File: src/rtl/toaplan2_loader_pkg.sv
// Shared types and constants for the Toaplan2 program loader.
// Optional build macro used by the loader: TOAPLAN2_LOADER_CHECKSUM_EN.
package toaplan2_loader_pkg;

  // Where a download byte belongs
  typedef enum logic [2:0] {
    RGN_NONE,
    RGN_GAME,
    RGN_CPU,
    RGN_SND,
    RGN_TILE
  } region_e;

  // Write sequencer states
  typedef enum logic [1:0] {
    IDLE,
    HALF,
    WRITE
  } state_e;

  // SDRAM byte masks, 1 = lane suppressed, bit1 = [15:8]
  localparam logic [1:0] MASK_FULL = 2'b00;
  localparam logic [1:0] MASK_LOW  = 2'b10;
  localparam logic [1:0] MASK_HIGH = 2'b01;

  // Game IDs carried in download byte 0
  localparam logic [7:0] GAME_TEKIPAKI = 8'd4;
  localparam logic [7:0] GAME_WHOOPEE  = 8'd5;

  // Tiles live in their own bank; CPU and sound share bank 0
  function automatic logic [1:0] region_bank(input region_e r, input logic [1:0] tile_ba);
    return (r == RGN_TILE) ? tile_ba : 2'd0;
  endfunction

endpackage

File: src/rtl/toaplan2_region_decode.sv
// Combinational decode of a download byte address into a region and the
// byte offset from the start of that region.
module toaplan2_region_decode
  import toaplan2_loader_pkg::*;
#(
  parameter logic [24:0] CPU_LEN  = 25'h20000,
  parameter logic [24:0] SND_LEN  = 25'h8000,
  parameter logic [24:0] TILE_LEN = 25'h100000
) (
  input  logic [25:0] addr,
  output region_e     region,
  output logic [25:0] rel
);

  localparam logic [25:0] CPU_START  = 26'd1;
  localparam logic [25:0] SND_START  = CPU_START + {1'b0, CPU_LEN};
  localparam logic [25:0] TILE_START = SND_START + {1'b0, SND_LEN};
  localparam logic [25:0] TILE_END   = TILE_START + {1'b0, TILE_LEN};

  // Regions are laid out back to back after the game byte at address 0
  always_comb begin
    region = RGN_NONE;
    rel    = '0;
    if (addr == 26'd0) begin
      region = RGN_GAME;
    end else if (addr < SND_START) begin
      region = RGN_CPU;
      rel    = addr - CPU_START;
    end else if (addr < TILE_START) begin
      region = RGN_SND;
      rel    = addr - SND_START;
    end else if (addr < TILE_END) begin
      region = RGN_TILE;
      rel    = addr - TILE_START;
    end
  end

endmodule

File: src/rtl/toaplan2_prog_loader.sv
// Toaplan2 download sequencer: packs IOCTL byte pairs into 16-bit SDRAM
// word writes with a PROG_WE/PROG_RDY handshake and back-pressure.
// Optional build macro: TOAPLAN2_LOADER_CHECKSUM_EN adds a running byte sum
// on CHECKSUM; without it CHECKSUM is tied to zero.
module toaplan2_prog_loader
  import toaplan2_loader_pkg::*;
#(
  parameter logic [24:0] CPU_LEN  = 25'h20000,
  parameter logic [24:0] SND_LEN  = 25'h8000,
  parameter logic [24:0] TILE_LEN = 25'h100000,
  parameter logic [21:0] SND_OFFS = 22'h80000,
  parameter logic [1:0]  TILE_BA  = 2'd1
) (
  input  logic        CLK,
  input  logic        RESET_N,
  input  logic        DOWNLOADING,
  input  logic [25:0] IOCTL_ADDR,
  input  logic [7:0]  IOCTL_DOUT,
  input  logic        IOCTL_WR,
  input  logic        IOCTL_RAM,
  output logic        IOCTL_WAIT,
  output logic [21:0] PROG_ADDR,
  output logic [15:0] PROG_DATA,
  output logic [1:0]  PROG_MASK,
  output logic [1:0]  PROG_BA,
  output logic        PROG_WE,
  input  logic        PROG_RDY,
  output logic [7:0]  GAME,
  output logic        ERR,
  output logic [15:0] CHECKSUM
);

  state_e      state_q, state_d;
  region_e     pend_region_q, pend_region_d;
  logic [21:0] pend_addr_q, pend_addr_d;
  logic [7:0]  pend_data_q, pend_data_d;
  logic        skid_valid_q, skid_valid_d;
  logic [25:0] skid_addr_q, skid_addr_d;
  logic [7:0]  skid_data_q, skid_data_d;
  logic        prog_we_q, prog_we_d;
  logic [21:0] prog_addr_q, prog_addr_d;
  logic [15:0] prog_data_q, prog_data_d;
  logic [1:0]  prog_mask_q, prog_mask_d;
  logic [1:0]  prog_ba_q, prog_ba_d;
  logic [7:0]  game_q, game_d;
  logic        err_q, err_d;

  region_e     dec_region;
  logic [25:0] dec_rel;
  logic [25:0] dec_addr;
  logic [25:0] word_full;
  logic [21:0] dec_word;
  logic [1:0]  dec_ba;
  logic [7:0]  byte_data;
  logic        wait_now;
  logic        strobe;
  logic        accept;
  logic        replay;
  logic [3:0]  word_hi_unused;

  // A held skid byte owns the decoder; new strobes are blocked meanwhile
  assign dec_addr  = skid_valid_q ? skid_addr_q : IOCTL_ADDR;
  assign byte_data = skid_valid_q ? skid_data_q : IOCTL_DOUT;

  toaplan2_region_decode #(
    .CPU_LEN  (CPU_LEN),
    .SND_LEN  (SND_LEN),
    .TILE_LEN (TILE_LEN)
  ) u_decode (
    .addr   (dec_addr),
    .region (dec_region),
    .rel    (dec_rel)
  );

  // Word address is formed at full width and truncated to the SDRAM port
  always_comb begin
    word_full = {1'b0, dec_rel[25:1]};
    if (dec_region == RGN_SND) begin
      word_full = word_full + {4'b0000, SND_OFFS};
    end
  end

  assign dec_word       = word_full[21:0];
  assign word_hi_unused = word_full[25:22];
  assign dec_ba         = region_bank(dec_region, TILE_BA);

  assign wait_now = (state_q == WRITE) || skid_valid_q;
  assign strobe   = IOCTL_WR && DOWNLOADING && !IOCTL_RAM;
  assign accept   = strobe && !wait_now;
  assign replay   = (state_q == IDLE) && skid_valid_q;

  // Sequencer: pair bytes into words, flush lone halves, hold the handshake
  always_comb begin
    state_d       = state_q;
    pend_region_d = pend_region_q;
    pend_addr_d   = pend_addr_q;
    pend_data_d   = pend_data_q;
    skid_valid_d  = skid_valid_q;
    skid_addr_d   = skid_addr_q;
    skid_data_d   = skid_data_q;
    prog_we_d     = prog_we_q;
    prog_addr_d   = prog_addr_q;
    prog_data_d   = prog_data_q;
    prog_mask_d   = prog_mask_q;
    prog_ba_d     = prog_ba_q;
    game_d        = game_q;
    err_d         = err_q | (strobe && wait_now);

    case (state_q)
      IDLE: begin
        if (accept || replay) begin
          skid_valid_d = 1'b0;
          case (dec_region)
            RGN_GAME: game_d = byte_data;
            RGN_CPU, RGN_SND, RGN_TILE: begin
              if (!dec_rel[0]) begin
                pend_region_d = dec_region;
                pend_addr_d   = dec_word;
                pend_data_d   = byte_data;
                state_d       = HALF;
              end else begin
                prog_we_d   = 1'b1;
                prog_addr_d = dec_word;
                prog_data_d = {byte_data, 8'h00};
                prog_mask_d = MASK_HIGH;
                prog_ba_d   = dec_ba;
                state_d     = WRITE;
              end
            end
            default: ;
          endcase
        end
      end

      HALF: begin
        if (!DOWNLOADING) begin
          prog_we_d   = 1'b1;
          prog_addr_d = pend_addr_q;
          prog_data_d = {8'h00, pend_data_q};
          prog_mask_d = MASK_LOW;
          prog_ba_d   = region_bank(pend_region_q, TILE_BA);
          state_d     = WRITE;
        end else if (accept) begin
          case (dec_region)
            RGN_GAME: game_d = byte_data;
            RGN_CPU, RGN_SND, RGN_TILE: begin
              prog_we_d = 1'b1;
              prog_ba_d = region_bank(pend_region_q, TILE_BA);
              state_d   = WRITE;
              if (dec_region == pend_region_q && dec_word == pend_addr_q && dec_rel[0]) begin
                prog_addr_d = pend_addr_q;
                prog_data_d = {byte_data, pend_data_q};
                prog_mask_d = MASK_FULL;
              end else begin
                prog_addr_d  = pend_addr_q;
                prog_data_d  = {8'h00, pend_data_q};
                prog_mask_d  = MASK_LOW;
                skid_valid_d = 1'b1;
                skid_addr_d  = IOCTL_ADDR;
                skid_data_d  = IOCTL_DOUT;
              end
            end
            default: ;
          endcase
        end
      end

      WRITE: begin
        if (PROG_RDY) begin
          prog_we_d = 1'b0;
          state_d   = IDLE;
        end
      end

      default: state_d = IDLE;
    endcase
  end

  // State and output registers; reset drops PROG_WE and discards pending data
  always_ff @(posedge CLK or negedge RESET_N) begin
    if (!RESET_N) begin
      state_q       <= IDLE;
      pend_region_q <= RGN_NONE;
      pend_addr_q   <= '0;
      pend_data_q   <= '0;
      skid_valid_q  <= 1'b0;
      skid_addr_q   <= '0;
      skid_data_q   <= '0;
      prog_we_q     <= 1'b0;
      prog_addr_q   <= '0;
      prog_data_q   <= '0;
      prog_mask_q   <= '0;
      prog_ba_q     <= '0;
      game_q        <= '0;
      err_q         <= 1'b0;
    end else begin
      state_q       <= state_d;
      pend_region_q <= pend_region_d;
      pend_addr_q   <= pend_addr_d;
      pend_data_q   <= pend_data_d;
      skid_valid_q  <= skid_valid_d;
      skid_addr_q   <= skid_addr_d;
      skid_data_q   <= skid_data_d;
      prog_we_q     <= prog_we_d;
      prog_addr_q   <= prog_addr_d;
      prog_data_q   <= prog_data_d;
      prog_mask_q   <= prog_mask_d;
      prog_ba_q     <= prog_ba_d;
      game_q        <= game_d;
      err_q         <= err_d;
    end
  end

  assign IOCTL_WAIT = wait_now;
  assign PROG_WE    = prog_we_q;
  assign PROG_ADDR  = prog_addr_q;
  assign PROG_DATA  = prog_data_q;
  assign PROG_MASK  = prog_mask_q;
  assign PROG_BA    = prog_ba_q;
  assign GAME       = game_q;
  assign ERR        = err_q;

`ifdef TOAPLAN2_LOADER_CHECKSUM_EN
  logic [15:0] checksum_q, checksum_d;
  logic        dl_q, dl_d;

  // Sum the unmasked lanes of each accepted write; restart on a new download
  always_comb begin
    checksum_d = checksum_q;
    dl_d       = DOWNLOADING;
    if (DOWNLOADING && !dl_q) begin
      checksum_d = '0;
    end else if (state_q == WRITE && PROG_RDY) begin
      if (!prog_mask_q[0]) checksum_d = checksum_d + {8'h00, prog_data_q[7:0]};
      if (!prog_mask_q[1]) checksum_d = checksum_d + {8'h00, prog_data_q[15:8]};
    end
  end

  // Checksum and download-edge registers
  always_ff @(posedge CLK or negedge RESET_N) begin
    if (!RESET_N) begin
      checksum_q <= '0;
      dl_q       <= 1'b0;
    end else begin
      checksum_q <= checksum_d;
      dl_q       <= dl_d;
    end
  end

  assign CHECKSUM = checksum_q;
`else
  assign CHECKSUM = 16'h0000;
`endif

endmodule
File: config.mk
export PLATFORM = sky130hd
export DESIGN_NAME = toaplan2_prog_loader
export DESIGN_NICKNAME = d
export VERILOG_FILES = /design/src/rtl/toaplan2_loader_pkg.sv /design/src/rtl/toaplan2_region_decode.sv /design/src/rtl/toaplan2_prog_loader.sv
export SDC_FILE = /design/constraint.sdc
export NUM_CORES = 1
export LEC_CHECK = 0
export ABC_AREA = 1
export BUFFER_PORTS_ARGS = -buffer_cell sky130_fd_sc_hd__buf_2
export CAP_MARGIN = 5
export CORE_ASPECT_RATIO = 2
export CORE_UTILIZATION = 53
export DETAILED_ROUTE_END_ITERATION = 10
export PLACE_DENSITY = 0.87
export SLEW_MARGIN = 20
export SYNTH_ARGS = -nofsm -noshare
export SYNTH_HDL_FRONTEND = slang
export SYNTH_SLANG_ARGS = --single-unit
File: constraint.sdc
create_clock -name CLK -period 3.5 [get_ports CLK]
set_input_delay 0.7 -clock CLK [delete_from_list [all_inputs] [get_ports CLK]]
set_output_delay 0.7 -clock CLK [all_outputs]
set_load 0.05 [all_outputs]
# Word-level counts from Yosys, hierarchy flattened
# Index checks and enable logic that the tools add are counted.
# word_totals
inputBits,40
register_bits,122
word_cells,136
output_inout_bits,69
# classes
bitwise,3
muxes,70
addsub,4
eq_ne,19
n_reduce_logical,23
order_cmp,3
# ops
op,n
2-to-1 mux 22 bit,7
2-to-1 mux 16 bit,7
2-to-1 mux 23 bit,4
< comparator 26 x 18 -> 1 bit (second input constant),2
subtractor 23 x 18 -> 23 bit (second input constant),2
case mux 22 bit (2 select lines),1
2-to-1 mux 2 bit,20
2-to-1 mux 8 bit,5
case mux 16 bit (2 select lines),1
logical NOT 26 bit,1
< comparator 26 x 21 -> 1 bit (second input constant),1
2-to-1 mux 26 bit,1
subtractor 23 x 1 -> 23 bit (second input constant),1
adder 22 x 20 -> 22 bit (second input constant),1
== test 22 bit,1
case mux 8 bit (2 select lines),1
2-to-1 mux 1 bit,14
2-to-1 mux 3 bit,4
inequality test 2 bit (second input constant),6
AND reduction 6 bit,2
AND reduction 5 bit,2
case mux 2 bit (2 select lines),2
AND reduction 4 bit,2
logical AND 1 bit,7
20 further kinds,27

# Depth between registers and ports, before layout
# Gate-level depths: netlist of run 1.
# depth
ltp_word,16
depth_mapped,30
ltp_nobuf,26

# By module
# Synthesis of run 1 repeated with hierarchy kept, for this count alone.
# hier_totals
hier_cells,1087
hier_area_um2,7484.7
# by_module_without_submodules
module,area_each_um2,cells_per_inst,seq_area_each_um2,n_inst
toaplan2_prog_loader,6226.0,838,3027.9,1
toaplan2_region_decode,1258.7,249,0.0,1

# Worst setup path before layout of run 1
# OpenSTA, ideal clock, no wires.
# synth_path
kind,input-to-reg
start,input port IOCTL_ADDR[0]
end,register skid_addr_q[6]
setup_slack_ns,0.186
arrival_ns,3.248
required_time_ns,3.434
setup_time_ns,0.066
n_path_buf,2
path_stages,27
path_cell_list,inv_1 > nand2_1 > nand2_2 > ha_1 > nand3_2 > nor2_2 > nand2_1 > nand2_1 > nand2_1 > nor2_4 > nor2_2 > nand2_1 > nand3_1 > nand2_1 > inv_1 > ha_1 > nand2_1 > nand2_1 > nand2_1 > nand3_1 > nor2_1 > nand2_2 > nand2_1 > buf_6 > buf_6 > nand2_1 > nand2_1
# synth_via
elab_chain_len,13
word_cells_on_any_way,28
cone_classes,add/sub (4); order compare (3); eq/ne (5); mux (10); bitwise (1); reduce/logical (5)
# synth_rtl
element,line_no,text
from (decl),toaplan2_prog_loader.sv:17,"input logic [25:0] IOCTL_ADDR,"
2-to-1 mux 26 bit (*),toaplan2_prog_loader.sv:62,assign dec_addr = skid_valid_q ? skid_addr_q : IOCTL_ADDR;
subtractor 23 x 18 -> 23 bit / < comparator 26 x 21 -> 1 bit (equally long branches),"toaplan2_region_decode.sv:34, toaplan2_region_decode.sv:32",
2-to-1 mux 23 bit / 2-to-1 mux 3 bit (equally long branches),toaplan2_region_decode.sv:32,end else if (addr < TILE_END) begin
2-to-1 mux 23 bit / 2-to-1 mux 3 bit (equally long branches),toaplan2_region_decode.sv:29,end else if (addr < TILE_START) begin
2-to-1 mux 23 bit / 2-to-1 mux 3 bit (equally long branches),toaplan2_region_decode.sv:26,end else if (addr < SND_START) begin
2-to-1 mux 23 bit / 2-to-1 mux 3 bit (equally long branches),toaplan2_region_decode.sv:24,if (addr == 26'd0) begin
adder 22 x 20 -> 22 bit / == test 3 x 2 -> 1 bit (equally long branches),"toaplan2_prog_loader.sv:79, toaplan2_prog_loader.sv:78, toaplan2_prog_loader.sv:144",
2-to-1 mux 22 bit,toaplan2_prog_loader.sv:78,if (dec_region == RGN_SND) begin
== test 22 bit,toaplan2_prog_loader.sv:150,if (dec_region == pend_region_q && dec_word == pend_addr_q && dec_rel[0]) begin
logical AND 1 bit (2 in a row),toaplan2_prog_loader.sv:150,
inverter 1 bit (no line),n/a,
AND reduction 5 bit (no line) (*),n/a,
to (signal assigned),toaplan2_prog_loader.sv:202,skid_addr_q <= skid_addr_d;
to (decl),toaplan2_prog_loader.sv:38,"logic [25:0] skid_addr_q, skid_addr_d;"
# Every way passes the cells marked *; elsewhere a longest branch is shown, timed or not.
# A chain may end at the register's enable or synchronous reset.

# Worst setup path in the final report of run 1
# layout_path
start,register skid_valid_q
end,register skid_addr_q[1]
# layout_via
elab_chain_len,13
word_cells_on_any_way,31
cone_classes,add/sub (4); order compare (3); eq/ne (5); mux (10); bitwise (1); reduce/logical (8)
# layout_rtl
element,line_no,text
from (decl),toaplan2_prog_loader.sv:37,"logic skid_valid_q, skid_valid_d;"
from (signal assigned),toaplan2_prog_loader.sv:201,skid_valid_q <= skid_valid_d;
2-to-1 mux 26 bit,toaplan2_prog_loader.sv:62,
subtractor 23 x 18 -> 23 bit / < comparator 26 x 21 -> 1 bit (equally long branches),"toaplan2_region_decode.sv:34, toaplan2_region_decode.sv:32",
2-to-1 mux 23 bit / 2-to-1 mux 3 bit (equally long branches),toaplan2_region_decode.sv:32,
2-to-1 mux 23 bit / 2-to-1 mux 3 bit (equally long branches),toaplan2_region_decode.sv:29,
2-to-1 mux 23 bit / 2-to-1 mux 3 bit (equally long branches),toaplan2_region_decode.sv:26,
2-to-1 mux 23 bit / 2-to-1 mux 3 bit (equally long branches),toaplan2_region_decode.sv:24,
adder 22 x 20 -> 22 bit / == test 3 x 2 -> 1 bit (equally long branches),"toaplan2_prog_loader.sv:79, toaplan2_prog_loader.sv:78, toaplan2_prog_loader.sv:144",
2-to-1 mux 22 bit,toaplan2_prog_loader.sv:78,
== test 22 bit,toaplan2_prog_loader.sv:150,
logical AND 1 bit (2 in a row),toaplan2_prog_loader.sv:150,
inverter 1 bit (no line),n/a,
AND reduction 5 bit (no line) (*),n/a,
# Marks and branches as above.

==> results of run 1 <==
[per-stage QoR]
step | hold WS [ps] | instances | instance area (sq um)
global route | 367 | 1489 | 9880
global placement | 454 | 1437 | 8660
floorplan | 404 | 1132 | 7580
CTS | 328 | 1468 | 9270
finish | 309 | 1489 | 9880
detailed placement | 458 | 1437 | 8660
[kinds of logic after synthesis]
group | share of synthesized area, %
AO/OA/AOI/OAI | 6.92
XOR/XNOR | 2.20
adder cells (fa/ha/maj) | 0.499
buffers and inverters | 9.85
flip-flops | 40.2
multiplexers | 1.06
other | 0.0498
AND/OR/NAND/NOR | 39.2
[cell type report]
cell class                      instances  area share [%]
Clock buffer                           21            4.66
Clock inverter                         10            1.22
Inverter                              105            4.04
Multi-Input combinational cell        849            42.2
Sequential cell                       121            30.7
Tap cell                              189            2.39
Timing Repair Buffer                  194            14.9
[power groups by stage]
stage | clock (mW) | combinational, mW | sequential, mW
2_1_floorplan | 0 | 1.32 | 2.49
3_3_place_gp | 0 | 2.69 | 1.84
3_5_place_dp | 0 | 2.73 | 1.85
4_1_cts | 1.76 | 2.77 | 1.83
5_1_grt | 1.82 | 3.24 | 1.86
6_report | 1.75 | 3.00 | 1.84
[worst max-delay path, delay by kind of cell (launching register included)]
| kind | cells | cell delay, ps |
|---|---|---|
| flops | 1 | 450 |
| buf+inv | 9 | 1000 |
| simple gates | 16 | 1610 |
| fa+ha+maj | 1 | 280 |
[flip-flops by register name, indices dropped and copies added (netlist names), 3 cells and up]
name and flops:
PROG_DATA 16, skid_data_q 8, GAME 8, skid_addr_q 26
pend_addr_q 22, pend_region_q 3, pend_data_q 8, PROG_ADDR 22
[final timing paths]
path / depth (start not counted) / slack, ps / end
setup reg to reg: 26 / 70 / skid_addr_q[1]$_DFFE_PN0P_
setup / recovery: 26 / 70 / skid_addr_q[1]$_DFFE_PN0P_
hold / removal: 1 / 310 / PROG_DATA[5]$_DFFE_PN0P_
min in group CLK: 2 / 470 / skid_data_q[5]$_DFFE_PN0P_
hold reg to reg: 2 / 470 / skid_data_q[5]$_DFFE_PN0P_
max in group asynchronous: 2 / 2380 / PROG_ADDR[2]$_DFFE_PN0P_
[timing repair]
action | CTS | global route
buffers inserted | 0 | 13
hold buffers | 0 | 0
pin swaps | 0 | 20
resized for setup | 9 | 96
gates cloned | 0 | 8
setup endpoints to repair | 46 | 80
[metal layers]
metal | wire [microns] | up-vias
met5 | 0 | -
met4 | 1670 | 0
met3 | 1090 | 127
met2 | 12300 | 380
met1 | 8330 | 3767
li1 | - | 3824
[layout by cell type, fill, tap and decap left out, types with 2 or more instances in the layout]
cell | Yosys | layout
a21boi_0 | 3 | 2
a21oi_1 | 13 | 12
a31oi_1 | 17 | 17
buf_12 | 0 | 9
buf_2 | 7 | 90
buf_4 | 22 | 85
buf_6 | 5 | 3
bufinv_16 | 0 | 2
clkbuf_1 | 24 | 2
clkbuf_16 | 0 | 23
clkbuf_8 | 0 | 2
clkinv_2 | 0 | 2
clkinv_4 | 0 | 4
clkinvlp_4 | 0 | 2
conb_1 | 1 | 17
dfrtp_1 | 121 | 120
ha_1 | 3 | 2
inv_1 | 94 | 93
inv_2 | 9 | 10
mux2i_1 | 8 | 8
nand2_1 | 443 | 408
nand2_2 | 9 | 37
nand2_4 | 0 | 6
nand3_1 | 96 | 89
nand3_2 | 4 | 8
nand3_4 | 0 | 3
nand3b_1 | 6 | 6
nand4_1 | 14 | 14
nor2_1 | 113 | 91
nor2_2 | 9 | 17
nor2_4 | 5 | 20
nor3_1 | 3 | 3
o21ai_0 | 59 | 59
o21ai_1 | 3 | 3
or2_2 | 2 | 2
xor2_1 | 16 | 15
xor2_2 | 1 | 2
==> flow_metrics.py, run 1 <==
metrics = {
    "status": {
        "status": "finished, final reports clean",
    },
    "sta": {
        "fmaxAchievable_mhz": 292,
        "tightest_slew_ps": 772,
        "tns_ps": 0,
        "fin_ws_ps": 70.9,
        "skew_ps": 10.5,
        "setup-violations-final": 0,
        "finalHoldViolations": 0,
        "fin_crit_ps": 3430,
        "rsz0062_at_grt": "yes",
        "slew_headroom_pct": 48.5,
        "fin_crit_sh_pct": 98.0,
        "slew_violations": 0,
    },
    "global_route": {
        "grtUsageMet1_pct": 32.8,
        "track_usage_pct": 30.6,
        "grtUsageMet3_pct": 5.35,
        "use_met2_pct": 54.5,
        "grt-busiest-layer": "met2",
        "grt_antenna_before_repair": 0,
        "grt_start_max_net_pins": 70,
        "grt_pass1_wl_microns": 34700,
        "gr-total-overflow": 0,
        "grt_pass1_vias": 7396,
    },
    "clock_tree": {
        "htree_levels": 4,
        "clk_latency_ps": 430,
        "cts_sinks": 121,
        "clock-root-buffer": "clkbuf_16",
        "cts_inserted_buffers": 17,
        "cts_max_path_buffers": 2,
        "cts_tree": "yes",
        "cts.clk_slew.worst_paths_ps": 60,
    },
    "worst_setup_path": {
        "reg2reg_from": "skid_valid_q$_DFFE_PN0P_",
        "crit_slowest_cell": "dfrtp_2",
        "crit_fanout": 9,
        "crit_arrival_ps": 3800,
        "crit_path_end_kind": "flip-flop",
        "crit_top_cell": "nand2_1",
        "cp-start-kind": "flip-flop",
        "setup.worst_path.start": "skid_valid_q$_DFFE_PN0P_",
        "critical_path_class": "reg -> reg",
        "cpPeakStageDelay_ps": 450,
        "crit_required_ps": 3870,
    },
    "logic_synthesis": {
        "ys_seq_area_share_pct": 40.2,
        "synth_edf_count": 0,
        "async_flop_share_pct": 100,
        "syn_inst": 1116,
        "syn-cell-area_sq_um": 7520,
        "yosysMostFrequentCell": "nand2_1",
        "ys_types": 33,
        "ys_ff_latch": 121,
        "ys_top_cells_by_area": "dfrtp_1 40%, nand2_1 22%, nand3_1 6.4%",
        "synth_top_area_share_pct": 40.2,
        "synth_largest_area_cell": "dfrtp_1",
        "yosys-top-cells-count": "443 x nand2_1, 121 x dfrtp_1, 113 x nor2_1, 96 x nand3_1, 94 x inv_1",
        "synth_flop_cell": "dfrtp_1",
        "syn_avg_cell_area_sq_um": 6.74,
        "synth_warnings": 0,
    },
    "routing": {
        "via_per_inst": 5.44,
        "ant_nets": 0,
        "vias": 8098,
        "drtPass1Iterations": 5,
        "drc": 0,
        "drt_iter0_drc": 604,
        "routed_wl_microns": 23400,
        "routedWlPerCell_microns": 15.7,
    },
    "final_layout": {
        "n_antenna_cell": 0,
        "area_growth_pct": 31.3,
        "multi_input_area_sq_um": 4160,
        "final_util_pct": 71.1,
        "num-nets-final": 1331,
        "n_fill_cell": 1116,
        "regArea_sq_um": 3030,
        "drive_above_1_share_pct": 25.7,
    },
    "power": {
        "p_leak_nw": 5.12,
        "switchingPower_mw": 2.95,
        "power_frac_clock_pct": 26.6,
        "power_per_cell_area_nw_per_um2": 667,
        "netSwitchingFraction_pct": 44.8,
        "pwr-share-comb_pct": 45.5,
        "power.total_mw": 6.59,
        "peakVddDrop_mv": 0.388,
        "intPower_mw": 3.64,
        "p_seq_share_pct": 27.9,
    },
    "place": {
        "portBuffers": 91,
        "place_ws_ps": -199,
        "gp_congestion": 1.01,
        "dpl.hpwl_microns": 15900,
    },
    "floorplanning": {
        "core_sq_um": 13900,
        "pin_count": 109,
        "fp-row-count": 61,
        "die_h_microns": 170,
        "dieWidth_microns": 86.2,
        "dieArea_sq_um": 14700,
        "start_util_pct": 54.2,
    },
    "hold_path": {
        "hp-class": "in -> async",
    },
    "run": {
        "maxCapViolCount": 0,
    },
}
(Power assumes the default switching activity.)
==> run 2: changes to the inputs <==
--- a/config.mk
+++ b/config.mk
@@ -15,4 +15,5 @@
 export SLEW_MARGIN = 20
 export SYNTH_ARGS = -nofsm -noshare
 export SYNTH_HDL_FRONTEND = slang
+export SYNTH_HIERARCHICAL = 1
 export SYNTH_SLANG_ARGS = --single-unit
==> run 2 against run 1 <==
Critical path type unchanged. Via count increased by 0.68%. Maximum frequency decreased by 6.2%. Sequential share of layout area decreased by 1.6 points. Sequential power about the same. Clock-buffer cell count decreased by 2. Global-route usage increased by 1.4 points. The flow now finishes with violations (setup timing). Non-clock buffer count increased by 61. Critical path depth unchanged. Total power decreased by 12%.
==> flow_metrics.py, run 2 <==
metrics = {
    "power": {
        "power_frac_clock_pct": 31.9,
        "intPower_mw": 3.40,
        "switchingPower_mw": 2.36,
        "power_per_cell_area_nw_per_um2": 554,
        "p_leak_nw": 5.40,
        "peakVddDrop_mv": 0.454,
        "p_seq_share_pct": 32.4,
        "pwr-share-comb_pct": 35.7,
        "netSwitchingFraction_pct": 41.0,
    },
    "final_layout": {
        "regArea_sq_um": 3030,
        "fin_area_sq_um": 10400,
        "mostFrequentLayoutCells": "406 x nand2_1, 141 x buf_4, 120 x dfrtp_1",
        "area_growth_pct": 39.3,
        "layout_commonest_cell": "nand2_1",
        "n_antenna_cell": 0,
        "final_util_pct": 75.3,
        "regMostFlops": "skid_addr_q",
        "drive_above_1_share_pct": 33.6,
        "largest_register_ffs": 26,
        "num-nets-final": 1357,
        "multi_input_area_sq_um": 4140,
        "n_fill_cell": 955,
    },
    "worst_setup_path": {
        "crit_slowest_cell": "dfrtp_2",
        "cpPeakStageDelay_ps": 470,
        "crit_top_cell": "nand2_1",
        "setup.worst_path.start": "skid_valid_q$_DFFE_PN0P_",
        "crit_required_ps": 3860,
        "crit_arrival_ps": 4010,
        "reg2regPathDepth": 26,
        "reg2reg_from": "skid_valid_q$_DFFE_PN0P_",
        "crit_family": "simple AND/OR/NAND/NOR gates",
        "r2r_setup_slack_ps": -160,
        "critical_path_class": "reg -> reg",
        "crit_fanout": 12,
        "crit_path_end_kind": "flip-flop",
        "r2r_end": "skid_addr_q[2]$_DFFE_PN0P_",
        "crit_buf_inv": 7,
        "cp-start-kind": "flip-flop",
    },
    "place": {
        "dpl.hpwl_microns": 16000,
        "place_ws_ps": -405,
        "portBuffers": 91,
        "gp_congestion": 0.995,
        "placed_area_sq_um": 9080,
    },
    "floorplanning": {
        "dieWidth_microns": 85.9,
        "fp-row-count": 61,
        "pin_count": 109,
        "core_sq_um": 13800,
        "dieArea_sq_um": 14600,
        "die_h_microns": 170,
        "start_util_pct": 54.1,
    },
    "clock_tree": {
        "clock-root-buffer": "clkbuf_16",
        "cts_max_path_buffers": 2,
        "cts_hold_buffers": 0,
        "cts_inserted_buffers": 17,
        "cts.clk_slew.worst_paths_ps": 60,
        "cts_sinks": 121,
        "clk_latency_ps": 420,
        "cts_tree": "yes",
        "htree_levels": 4,
    },
    "global_route": {
        "grt_start_max_net_pins": 122,
        "grt_antenna_before_repair": 0,
        "track_usage_pct": 32.0,
        "gr-total-overflow": 0,
        "grt_pass1_wl_microns": 36100,
        "grt_pass1_vias": 7731,
    },
    "sta": {
        "fin_ws_ps": -157,
        "setup-violations-final": 37,
        "fin_crit_sh_pct": 104,
        "slew_headroom_pct": 55.6,
        "skew_ps": 8.04,
        "fin_crit_ps": 3660,
        "finalHoldViolations": 0,
        "tightest_slew_ps": 666,
        "fmaxAchievable_mhz": 273,
        "rsz0062_at_grt": "yes",
        "slew_violations": 0,
    },
    "logic_synthesis": {
        "syn_inst": 1084,
        "synth_warnings": 6,
        "syn-cell-area_sq_um": 7470,
        "syn_avg_cell_area_sq_um": 6.89,
    },
    "routing": {
        "ant_nets": 0,
        "routedWlPerCell_microns": 16.2,
        "drt_iter0_drc": 610,
        "drtPass1Iterations": 7,
        "drc": 0,
        "routed_wl_microns": 24600,
        "via_per_inst": 5.37,
        "vias": 8153,
    },
    "status": {
        "status": "finished with violations",
        "violations": "setup timing",
    },
    "hold_path": {
        "hp-class": "in -> async",
    },
    "run": {
        "maxCapViolCount": 0,
    },
}
[run 2: per-layer routing]
| metal | routed length, microns | vias up | GRT usage (%) |
|---|---|---|---|
| li1 | - | 3816 | - |
| met1 | 8320 | 3832 | 32.3 |
| met2 | 13300 | 373 | 56.7 |
| met3 | 1190 | 132 | 6.26 |
| met4 | 1800 | 0 | 24.4 |
| met5 | 0 | - | 0 |
[run 2: worst register-to-register path, stage by stage, from the launching register on]
cell	delay, ps
dfrtp_2	470
inv_4	140
clkbuf_16	180
nand2_1	90
nand2_2	110
nor2_4	50
buf_4	120
buf_4	130
nand2_1	220
nor3_1	80
buf_4	160
a21oi_2	130
inv_1	50
nand2_1	50
nand3_1	100
o21ai_1	170
o21ai_0	130
nor2_1	170
nand2_1	80
nor2_2	150
nand3b_4	90
nor2_4	130
nand2_4	110
nand2_8	140
clkbuf_16	160
nand2_1	90
nand2_1	100
[run 2: final cells by class]
cell class / count / area share, %
inverter: 108 / 3.98
multi-input combinational: 812 / 39.8
clock inverter: 13 / 1.59
clock buffer: 19 / 4.26
timing repair buffer: 255 / 19.0
sequential: 121 / 29.1
tap: 189 / 2.27
[run 2: per-stage QoR]
step	hold WS, ps	total power, mW	cells	TNS, ps
final	351	5.76	1517	-2130
after global routing	412	6.00	1517	-10970
after CTS	403	5.68	1499	0
after detailed placement	458	3.82	1465	-17370
after global placement	445	3.77	1465	-11400
after floorplan	404	3.27	1101	0
[run 2: worst max-delay path by stage]
| stage | to | slack (ps) | cells past startpoint |
|---|---|---|---|
| 2_1_floorplan | skid_addr_q[0]$_DFFE_PN0P_ | 20 | 30 |
| 3_3_place_gp | skid_data_q[5]$_DFFE_PN0P_ | -290 | 19 |
| 3_5_place_dp | skid_data_q[6]$_DFFE_PN0P_ | -410 | 22 |
| 4_1_cts | skid_addr_q[20]$_DFFE_PN0P_ | 5 | 28 |
| 5_1_grt | skid_addr_q[2]$_DFFE_PN0P_ | -360 | 29 |
| 6_report | skid_addr_q[2]$_DFFE_PN0P_ | -160 | 26 |
[run 2: timing repair]
action                                  4_1_cts  5_1_grt
cloned                                        0        7
resized for setup                            23      111
buffers inserted                              2       11
endpoints found under the setup margin       54       90
pin swaps                                     4       46
[run 2: power groups by stage]
| stage | Clock (mW) | Sequential (mW) | Combinational [mW] |
|---|---|---|---|
| 2_1_floorplan | 0 | 2.68 | 0.589 |
| 3_3_place_gp | 0 | 1.87 | 1.90 |
| 3_5_place_dp | 0 | 1.88 | 1.94 |
| 4_1_cts | 1.85 | 1.86 | 1.97 |
| 5_1_grt | 1.91 | 1.89 | 2.20 |
| 6_report | 1.84 | 1.87 | 2.06 |
